==> src/rtl/sr_cmd_sched.sv <==
// Two-requester command scheduler that pulses S/R drives of an SR latch bank and tracks the expected contents.
// Optional readback checking of the latch bank is enabled by defining SR_SCHED_READBACK_EN.
module sr_cmd_sched #(
    parameter int N_LATCH   = 4,
    parameter int PULSE_CYC = 2,
    localparam int IW       = (N_LATCH > 1) ? $clog2(N_LATCH) : 1
) (
    input  logic               clk,
    input  logic               rst_n,
    input  logic [1:0]         req,
    input  logic [1:0]         op,
    input  logic [IW-1:0]      idx0,
    input  logic [IW-1:0]      idx1,
    output logic [1:0]         ack,
    output logic [N_LATCH-1:0] S,
    output logic [N_LATCH-1:0] R,
    output logic               busy,
    output logic [N_LATCH-1:0] shadow,
    input  logic [N_LATCH-1:0] latch_q,
    output logic               err,
    output logic [1:0]         dbg_state
);

    // Handshake: requester i holds req[i] (with op[i]/idx) high until it sees the
    // one-cycle ack[i]; only the values present at the grant edge are used.

    localparam logic [1:0] ST_IDLE  = 2'd0;
    localparam logic [1:0] ST_PULSE = 2'd1;
    localparam logic [1:0] ST_GUARD = 2'd2;

    localparam int CNT_W = 4;

    logic [1:0]         state;
    logic [CNT_W-1:0]   cnt;
    logic               prio;
    logic               cur_gnt;
    logic               cur_op;
    logic [IW-1:0]      cur_idx;

    logic               gnt_id;
    logic               sel_op;
    logic [IW-1:0]      sel_idx;
    logic [N_LATCH-1:0] dec;

    assign busy      = (state != ST_IDLE);
    assign dbg_state = state;

    // prio names the requester that wins when both are asking; it is the one not granted last.
    always_comb begin
        gnt_id = 1'b0;
        case (req)
            2'b01:   gnt_id = 1'b0;
            2'b10:   gnt_id = 1'b1;
            2'b11:   gnt_id = prio;
            default: gnt_id = 1'b0;
        endcase
        sel_idx      = gnt_id ? idx1 : idx0;
        sel_op       = op[gnt_id];
        dec          = '0;
        dec[sel_idx] = 1'b1;
    end

    always_ff @(posedge clk or negedge rst_n) begin
        if (!rst_n) begin
            state   <= ST_IDLE;
            cnt     <= '0;
            prio    <= 1'b0;
            cur_gnt <= 1'b0;
            cur_op  <= 1'b0;
            cur_idx <= '0;
            S       <= '0;
            R       <= '0;
            ack     <= '0;
            shadow  <= '0;
        end else begin
            ack <= '0;
            case (state)
                ST_IDLE: begin
                    if (|req) begin
                        state   <= ST_PULSE;
                        prio    <= ~gnt_id;
                        cur_gnt <= gnt_id;
                        cur_op  <= sel_op;
                        cur_idx <= sel_idx;
                        cnt     <= CNT_W'(PULSE_CYC - 1);
                        S       <= sel_op ? dec : '0;
                        R       <= sel_op ? '0 : dec;
                    end
                end
                ST_PULSE: begin
                    if (cnt == '0) begin
                        state           <= ST_GUARD;
                        S               <= '0;
                        R               <= '0;
                        ack[cur_gnt]    <= 1'b1;
                        shadow[cur_idx] <= cur_op;
                    end else begin
                        cnt <= cnt - 1'b1;
                    end
                end
                ST_GUARD: begin
                    state <= ST_IDLE;
                end
                default: begin
                    state <= ST_IDLE;
                    S     <= '0;
                    R     <= '0;
                end
            endcase
        end
    end

`ifdef SR_SCHED_READBACK_EN
    // The latch has settled by GUARD, so its Q must now equal the commanded value.
    always_ff @(posedge clk or negedge rst_n) begin
        if (!rst_n) begin
            err <= 1'b0;
        end else if (state == ST_GUARD && latch_q[cur_idx] != cur_op) begin
            err <= 1'b1;
        end
    end
`else
    logic unused_latch_q;
    assign unused_latch_q = ^latch_q;
    assign err            = 1'b0;
`endif

endmodule

==> config.mk <==
export PLATFORM = sky130hd
export DESIGN_NAME = sr_cmd_sched
export DESIGN_NICKNAME = d
export VERILOG_FILES = /design/src/rtl/sr_cmd_sched.sv
export SDC_FILE = /design/constraint.sdc
export NUM_CORES = 1
export LEC_CHECK = 0
export BUFFER_PORTS_ARGS = -buffer_cell sky130_fd_sc_hd__buf_2
export CAP_MARGIN = 40
export CORE_UTILIZATION = 51
export CTS_CLUSTER_DIAMETER = 80
export CTS_CLUSTER_SIZE = 16
export DETAILED_ROUTE_END_ITERATION = 8
export PLACE_DENSITY = 0.75
export SKIP_CTS_REPAIR_TIMING = 1
export SLEW_MARGIN = 20
export SYNTH_ARGS = -nofsm -noshare
export SYNTH_HDL_FRONTEND = slang
export SYNTH_SLANG_ARGS = --single-unit
==> constraint.sdc <==
create_clock -name clk -period 2.3 [get_ports clk]
set_input_delay 0.46 -clock clk [delete_from_list [all_inputs] [get_ports clk]]
set_output_delay 0.46 -clock clk [all_outputs]
set_load 0.01 [all_outputs]
==> reports/qor.csv, run 1 <==
metric;value;unit
status;finished, final reports clean;
synth_cell_type_count;30;
wire_per_inst;12.5;microns
fin_crit_sh;80.7;%
fmax;539;MHz
ys.flop_type;dfrtp_1;
via_per_inst;5.28;
netlist.area_leader.share;52.7;%
antenna_cells;0;
setup_slack;0.445;ns
critical_path.max_fanout;7;
drt_iter0_markers;13;
initial_core_util;53.7;%
dp_slack;0.420;ns
drc;0;
die_y;50.3;microns
synth_top_area_cell;dfrtp_1;
syn_to_final_growth;15.6;%
grt.overflow.total;0;
drive_gt1_share;29.6;%
ys_warn_count;0;
grt_pass1_wl;3420;microns
finalSetupTns;0;ns
utilization;62.0;%
cts.path.max_buffers;2;
clock-sinks;25;
final_cell_area;0.00137;sq mm
place_area;0.00135;sq mm
finalClockSkew;0.00561;ns
pwr_density_cell;1190;mW/mm^2
io_buffers;26;
netlist_top_cells_area;dfrtp_1 (53%), a22o_1 (5.9%), mux2i_1 (5.9%);
fill_cells;189;
antenna_found_initial;0;
tightest_slew;0.566;ns
grt_pass1_vias;787;
die_w;50.3;microns
synthTopCellsByCount;dfrtp_1 (25), nand2_1 (14), a22o_1 (8);
setup_viol;0;
ctsHtreeMaxLevel;1;
core_region_area;0.00221;sq mm
crit_required;2.51;ns
synth_nets;122;
slew_viol_final;0;
synthCells;106;
yosysMostFrequentCell;dfrtp_1;
hold_violations;0;
cts_made_buffers;3;
finalWirelength;2040;microns
synth_seq_cells;25;
insertion_delay;0.31;ns
cts_tree;done;
drt-pass1-iter-count;4;
ir_drop;0.000756;V
die-area;0.00253;sq mm
syn_area;0.00119;sq mm
clockRootBuffer;clkbuf_4;
syn_avg_cell_area;11.2;sq um
grt_max_degree;26;
antenna_violating_nets_post_route;0;
grt_usage;18.1;%
synth-edff-count;0;
cap_violations;0;
hp-class;input pin to asynchronous set/reset pin;
rsz0062_at_grt;no;
dp_hpwl;1500;microns
slew_headroom;62.0;%
ys_seq_area_share;52.7;%
place_congestion;0.775;
rows;17;
finalNetCount;152;
endpoint_kind;flip-flop;
worstSetupPathType;flip-flop to flip-flop;
fin_crit;1.86;ns
critPathArrivalTime;2.06;ns
io_pins;32;
cts.clk_slew.worst_paths;0.14;ns
p_leak;0.711;nW
vias;861;
ys_async_sr_fraction;100;%
crit_path_start_kind;flip-flop;
## cell usage in the layout, fill, tap and decap left out, types with 2 or more instances in the layout
cell      count
clkbuf_4      3
nor2_1        6
nor2b_1       2
mux2_1        2
a31oi_1       2
a22o_1        8
dfrtp_1      25
buf_2        26
mux2i_1       7
a21oi_1       3
mux2_2        4
inv_1         5
o21ai_0       2
nand2_1      14
o21ai_1       2
ha_1          2
nand3b_1      2
nand2b_1      5
## area by class of cell
type | instances | area, sq um | share of cell area [%]
clock buffers | 3 | 22.5 | 1.64
clock inverters | 1 | 5.00 | 0.365
inverters | 5 | 18.8 | 1.37
multi-input cells | 74 | 528 | 38.5
flip-flops and latches | 25 | 626 | 45.6
well taps | 28 | 35.0 | 2.55
repair buffers | 27 | 138 | 10.0
## kinds of logic (layout without fill, tap and decap cells)
group	after synthesis	in the layout	share of synthesized area (%)
other	1	1	0.316
AOI/OAI and AO/OA	23	23	15.2
DFF	25	25	52.7
buffers and inverters	7	36	2.84
adders and majority gates	2	2	2.11
and+or+nand+nor	35	35	15.3
muxes	13	13	11.6
## layer usage
metal | routed length, microns | up-vias | track usage (%)
li1 | - | 426 | -
met1 | 1020 | 417 | 25.7
met2 | 948 | 16 | 26.4
met3 | 60 | 2 | 3.94
met4 | 10 | 0 | 8.10
met5 | 0 | - | 0
## worst max-delay path, cell delays in order, from the launching register on
cell and delay (ns):
dfrtp_1 0.43, inv_1 0.10, ha_1 0.15, nor3b_4 0.24
nor2b_1 0.38, nand3_1 0.14, mux2_1 0.32
## where the power goes
part           switching, W  leakage, nW  internal [W]
Sequential         0.000131        0.319      0.000606
Combinational      0.000385        0.374      0.000324
Clock              0.000128       0.0177     0.0000650
Total              0.000645        0.711      0.000995
## state kept, by name, indices dropped and copies added, names as in the netlist
signal and count:
R 4, S 4, ack 2, cnt 4
cur_gnt 1, cur_idx 2, cur_op 1, dbg_state 2
prio 1, shadow 4
## metrics by stage
step / total power [W] / hold slack, ns / std cells
2_1_floorplan: 0.00124 / 0.164 / 106
3_3_place_gp: 0.00144 / 0.459 / 159
3_5_place_dp: 0.00147 / 0.465 / 159
4_1_cts: 0.00166 / 0.119 / 163
5_1_grt: 0.00177 / 0.132 / 163
6_report: 0.00164 / 0.111 / 163
## final timing paths
check | from | end | slack (ns) | cells after the start
setup / recovery | cnt[0]$_DFFE_PN0P_ | shadow[3]$_DFFE_PN0P_ | 0.44 | 6
setup reg to reg | cnt[0]$_DFFE_PN0P_ | shadow[3]$_DFFE_PN0P_ | 0.44 | 6
hold reg to reg | cur_gnt$_DFFE_PN0P_ | ack[0]$_DFF_PN0_ | 0.48 | 1
min in group clk | req[0] | cur_gnt$_DFFE_PN0P_ | 0.39 | 2
hold / removal | rst_n | R[2]$_DFFE_PN0P_ | 0.11 | 1
max in group asynchronous | rst_n | dbg_state[1]$_DFFE_PN0P_ | 1.83 | 1
No activity file was read; power rests on OpenSTA's default activity.
==> run 2: changes to the inputs <==
--- a/config.mk
+++ b/config.mk
@@ -5,13 +5,14 @@
 export SDC_FILE = /design/constraint.sdc
 export NUM_CORES = 1
 export LEC_CHECK = 0
+export ABC_AREA = 1
 export BUFFER_PORTS_ARGS = -buffer_cell sky130_fd_sc_hd__buf_2
 export CAP_MARGIN = 40
-export CORE_UTILIZATION = 51
+export CORE_UTILIZATION = 46
 export CTS_CLUSTER_DIAMETER = 80
 export CTS_CLUSTER_SIZE = 16
 export DETAILED_ROUTE_END_ITERATION = 8
-export PLACE_DENSITY = 0.75
+export PLACE_DENSITY = 0.71
 export SKIP_CTS_REPAIR_TIMING = 1
 export SLEW_MARGIN = 20
 export SYNTH_ARGS = -nofsm -noshare
==> constraint.sdc (replaced) <==
create_clock -name clk -period 1.49 [get_ports clk]
set_input_delay 0.298 -clock clk [delete_from_list [all_inputs] [get_ports clk]]
set_output_delay 0.298 -clock clk [all_outputs]
set_load 0.01 [all_outputs]
==> run 2 against run 1 <==
Core utilization shrank 5.5 points. Register-to-register slack got worse by 0.26 ns. Via count up 15%. Sequential power grew 60%. Sequential share of layout area is 1.2 points lower. Global-route usage up 0.35 points. Clock-buffer cell count up 1. Clock skew down 0.0021 ns. Synthesized area increased by 3.2%. Final area grew 2.9%. Sequential cell count unchanged. Critical endpoint is now busy. Largest cell class unchanged.
==> reports/qor.csv, run 2 <==
metric;value;unit;change
setup_viol;0;;unchanged
io_pins;32;;unchanged
place_area;0.00137;sq mm;+1.9%
ys.flop_type;dfrtp_1;;
dp_hpwl;1720;microns;+15%
slowest_delay;0.48;ns;+0.05 ns
fin_crit;1.41;ns;
fin_crit_sh;94.8;%;
synthTopCellsByCount;nand2_1 (48), dfrtp_1 (25), inv_1 (15);;
p_leak;0.792;nW;+11%
ir_drop;0.00116;V;+53%
slew_headroom;64.1;%;+2.1 points
ys_async_sr_fraction;100;%;unchanged
drive_gt1_share;26.3;%;-3.3 points
final_cell_area;0.00141;sq mm;+2.9%
grt_pass1_wl;3700;microns;+8.1%
die_w;53.6;microns;+6.7%
ys_seq_area_share;51.1;%;-1.6 points
drt-pass1-iter-count;4;;unchanged
mostFrequentLayoutCells;nand2_1 (48), buf_2 (26), dfrtp_1 (24);;
yosysMostFrequentCell;nand2_1;;
wire_per_inst;10.9;microns;-13%
finalSetupTns;0;ns;unchanged
vias;991;;+15%
insertion_delay;0.31;ns;about the same
synth_top_area_cell;dfrtp_1;;
die-area;0.00287;sq mm;+14%
netlist.area_leader.share;51.1;%;-1.6 points
syn_avg_cell_area;8.39;sq um;-25%
drc;0;;unchanged
cts_tree;done;;
fin_hold_ws;0.326;ns;+0.215 ns
fin_cells;205;;+26%
endpoint_kind;output pin;;
cts_made_buffers;3;;unchanged
die_y;53.6;microns;+6.7%
syn_to_final_growth;15.3;%;
fill_cells;242;;+28%
core_region_area;0.00250;sq mm;+13%
seq_area;627;sq um;+0.20%
grt_max_degree;26;;unchanged
antenna_found_initial;0;;unchanged
initial_core_util;49.0;%;-4.7 points
path_cells;nor2_4, inv_1, buf_2;;
io_buffers;26;;unchanged
finalClockSkew;0.00355;ns;-0.00207 ns
cts.path.max_buffers;2;;unchanged
rows;18;;+1
status;finished, final reports clean;;
worstSetupPathType;flip-flop to output pin;;
cap_violations;0;;unchanged
rsz0062_at_grt;no;;
final_common_cell;nand2_1;;
grt_usage;18.5;%;+0.35 points
power;0.00289;W;+76%
crit_buf_inv;2;;+1
synth_nets;162;;+33%
synthCells;146;;+38%
antenna_violating_nets_post_route;0;;unchanged
slew_viol_final;0;;unchanged
critPathSlowestCell;dfrtp_2;;
finalWirelength;2240;microns;+9.8%
via_per_inst;4.83;;-8.5%
finalNetCount;192;;+26%
hp-class;input pin to flip-flop;;
clock-sinks;25;;unchanged
ctsHtreeMaxLevel;1;;unchanged
antenna_cells;0;;unchanged
critical_path.max_fanout;4;;-3
place_congestion;0.752;;-3.0%
synth_seq_cells;25;;unchanged
cts.clk_slew.worst_paths;0.12;ns;-0.02 ns
critPathArrivalTime;1.12;ns;-0.94 ns
multi_input_area;514;sq um;-2.6%
crit_path_start_kind;flip-flop;;
grt.overflow.total;0;;unchanged
synth_cell_type_count;22;;-27%
grt_pass1_vias;913;;+16%
crit_required;1.19;ns;-1.32 ns
ys_warn_count;0;;unchanged
dp.cells;200;;+26%
netlist_top_cells_area;dfrtp_1 (51%), nand2_1 (15%), inv_1 (4.6%);;
syn_area;0.00122;sq mm;+3.2%
tightest_slew;0.539;ns;-0.0271 ns
synth-edff-count;0;;unchanged
crit_family;flip-flops;;
drt_iter0_markers;4;;-9
fmax;708;MHz;
clockRootBuffer;clkbuf_4;;
hold_violations;0;;unchanged
pwr_density_cell;2050;mW/mm^2;+71%
==> run 2: area by class of cell <==
class                      instances  area share, %
sequential                        25           44.4
clock buffer                       4           1.86
tap                               30           2.66
timing repair buffer              28           10.5
inverter                          16           4.25
multi-input combinational        102           36.4
==> run 2: final timing paths <==
kind                                     startpoint                        to  slack [ns]  cells after the start
min reg2reg                     cur_gnt$_DFFE_PN0P_          ack[0]$_DFF_PN0_        0.43                      1
max in group asynchronous                     rst_n  dbg_state[0]$_DFFE_PN0P_        0.61                      2
max reg2reg                      cnt[0]$_DFFE_PN0P_     shadow[2]$_DFFE_PN0P_        0.18                      7
min in group asynchronous                     rst_n          ack[1]$_DFF_PN0_        0.49                      2
max                        dbg_state[0]$_DFFE_PN0P_                      busy        0.08                      3
min                                          req[0]        cnt[3]$_DFFE_PN0P_        0.33                      4
==> run 2: per-stage QoR <==
step,setup slack (ns),utilization (%)
final,0.0769,56.5
after global routing,0.00939,56.5
after CTS,-0.0177,55.9
after detailed placement,0.192,54.8
after global placement,0.228,54.8
after floorplan,0.340,-
==> run 2: power breakdown <==
group          total [W]  switching, W  internal (W)
combinational    0.00142      0.000884      0.000537
sequential       0.00118      0.000195      0.000988
clock           0.000290      0.000186      0.000105
total            0.00289       0.00126       0.00163
==> run 2: cell families (layout without fill, tap and decap cells) <==
family                     Yosys count  in the layout  share of synthesized area, %
and+or+nand+nor                     85             85                          31.5
DFF                                 25             25                          51.1
buffers and inverters               19             48                          7.35
AOI/OAI and AO/OA                   14             14                          7.76
adders and majority gates            2              2                          2.04
other                                1              1                         0.306
==> run 2: routing by layer <==
layer / share of wire (%) / global-route usage [%] / vias up
met4: 1.3 / 7.89 / 0
li1: - / - / 510
met3: 4.4 / 3.39 / 4
met5: 0 / 0 / -
met1: 44 / 21.2 / 454
met2: 50 / 33.3 / 23
==> run 2: tightest hold or removal path: cells and delay by family <==
family | cells | cell delay [ns]
simple gates | 2 | 0.10
compound gates | 1 | 0.09
buf+inv | 1 | 0.12
==> run 3: changes to the inputs <==
--- a/config.mk
+++ b/config.mk
@@ -8,11 +8,12 @@
 export ABC_AREA = 1
 export BUFFER_PORTS_ARGS = -buffer_cell sky130_fd_sc_hd__buf_2
 export CAP_MARGIN = 40
-export CORE_UTILIZATION = 46
+export CORE_UTILIZATION = 48
+export CTS_BUF_LIST = sky130_fd_sc_hd__clkbuf_4 sky130_fd_sc_hd__clkbuf_8
 export CTS_CLUSTER_DIAMETER = 80
 export CTS_CLUSTER_SIZE = 16
 export DETAILED_ROUTE_END_ITERATION = 8
-export PLACE_DENSITY = 0.71
+export PLACE_DENSITY = 0.73
 export SKIP_CTS_REPAIR_TIMING = 1
 export SLEW_MARGIN = 20
 export SYNTH_ARGS = -nofsm -noshare
==> run 3 against run 2 <==
Sequential cell count unchanged. Critical path depth unchanged. Die area down 4.0%. Final area up 0.35%.
==> reports/qor.csv, run 3 (synthesized netlist as in run 2, its figures left out) <==
metric;value;unit;change
slowest_delay;0.45;ns;-0.03 ns
grt_pass1_vias;919;;+0.66%
finalSetupTns;0;ns;unchanged
cts.clk_slew.worst_paths;0.13;ns;about the same
final_cell_area;0.00142;sq mm;+0.35%
crit_path_start_kind;flip-flop;;
antenna_found_initial;0;;unchanged
pwr_density_cell;2070;mW/mm^2;+0.91%
critical_path.max_fanout;3;;-1
via_per_inst;4.80;;-0.63%
met1_length;1120;microns;+14%
drt_iter0_markers;23;;+19
grt_usage;18.9;%;+0.45 points
rows;17;;-1
crit_required;1.19;ns;about the same
initial_core_util;53.3;%;+4.3 points
mostFrequentLayoutCells;nand2_1 (48), buf_2 (26), dfrtp_1 (25);;
drt-pass1-iter-count;4;;unchanged
utilization;61.7;%;+5.2 points
antenna_violating_nets_post_route;0;;unchanged
insertion_delay;0.31;ns;about the same
slew_viol_final;0;;unchanged
path_cells;nor2_4, inv_1, buf_2;;
die-area;0.00276;sq mm;-4.0%
io_pins;32;;unchanged
worstSetupPathType;flip-flop to output pin;;
reg2reg_slack;0.18;ns;about the same
final_common_cell;nand2_1;;
hp-class;input pin to flip-flop;;
critPathArrivalTime;1.10;ns;-0.02 ns
fin_crit_sh;94.0;%;-0.86 points
die_w;52.5;microns;-2.0%
vias;980;;-1.1%
fin_hold_ws;0.323;ns;-0.00256 ns
cts.path.max_buffers;2;;unchanged
fmax;714;MHz;+0.91%
fin_crit;1.40;ns;-0.0128 ns
clockRootBuffer;clkbuf_4;;
finalNetCount;193;;+0.52%
cap_violations;0;;unchanged
met3WireLength;55;microns;-44%
seq_area;626;sq um;-0.20%
crit_buf_inv;2;;unchanged
drc;0;;unchanged
rsz0062_at_grt;no;;
place_congestion;0.793;;+5.6%
dp_slack;0.208;ns;+0.0162 ns
dp_hpwl;1700;microns;-1.2%
tightest_slew;0.545;ns;+0.00537 ns
finalWirelength;2210;microns;-1.1%
drive_gt1_share;26.7;%;+0.42 points
cts_tree;done;;
status;finished, final reports clean;;
hold_violations;0;;unchanged
slew_headroom;63.7;%;-0.36 points
critPathSlowestCell;dfrtp_1;;
setup_slack;0.0897;ns;+0.0128 ns
ir_drop;0.00131;V;+13%
route.met2.wl;999;microns;-11%
syn_to_final_growth;15.7;%;
antenna_cells;0;;unchanged
grt_pass1_wl;3860;microns;+4.3%
ctsHtreeMaxLevel;1;;unchanged
finalClockSkew;0.00972;ns;+0.00617 ns
multi_input_area;514;sq um;unchanged
crit_family;flip-flops;;
place_area;0.00138;sq mm;+0.37%
p_leak;0.801;nW;+1.1%
endpoint_kind;output pin;;
setup_viol;0;;unchanged
wire_per_inst;10.8;microns;-0.59%
top_layer_used;met4;;
die_y;52.5;microns;-2.0%
io_buffers;26;;unchanged
fill_cells;208;;-14%
cts_made_buffers;3;;unchanged
clock-sinks;25;;unchanged
grt.overflow.total;0;;unchanged
grt_max_degree;26;;unchanged
core_region_area;0.00230;sq mm;-8.1%
==> run 3: cell types whose count changed in the layout (fill, tap and decap cells not counted), sizes merged <==
cell / delta
buf: +1
clkbuf: -1
clkinv: +1
==> run 3: layout make-up <==
type	count	share of cell area, %
sequential	25	44.1
multi-input combinational	102	36.3
timing repair buffer	29	10.9
inverter	16	4.24
tap	28	2.47
clock buffer	3	1.59
clock inverter	1	0.353
==> run 3: where the power goes <==
part           total [W]  switching [W]  internal, W
registers        0.00116       0.000173     0.000984
logic            0.00147       0.000919     0.000553
clock network   0.000301       0.000201     0.000100
==> run 3: metrics by stage <==
stage	std cells	total power, W
after global placement	199	0.00258
final	204	0.00293
after CTS	203	0.00294
after global routing	204	0.00321
after detailed placement	199	0.00264
after floorplan	146	0.00219
==> run 3: path summary, 6_finish.rpt <==
check | start | endpoint | depth (start not counted)
min in group asynchronous | rst_n | shadow[0]$_DFFE_PN0P_ | 2
max in group asynchronous | rst_n | ack[0]$_DFF_PN0_ | 2
hold reg to reg | cur_gnt$_DFFE_PN0P_ | ack[0]$_DFF_PN0_ | 1
setup reg to reg | cnt[0]$_DFFE_PN0P_ | R[2]$_DFFE_PN0P_ | 7
setup / recovery | dbg_state[1]$_DFFE_PN0P_ | busy | 3
hold / removal | req[0] | cnt[3]$_DFFE_PN0P_ | 4
==> run 3: tightest hold or removal path: stages <==
cell	delay (ns)
buf_2	0.12
o21ai_4	0.09
nand2_1	0.07
nor2_1	0.03
==> run 3: per-layer routing <==
metal  GRT usage, %  vias to the layer above
met1           26.2                      445
met2           30.4                       24
met5              0                        -
li1               -                      507
met3           1.74                        4
met4           7.46                        0
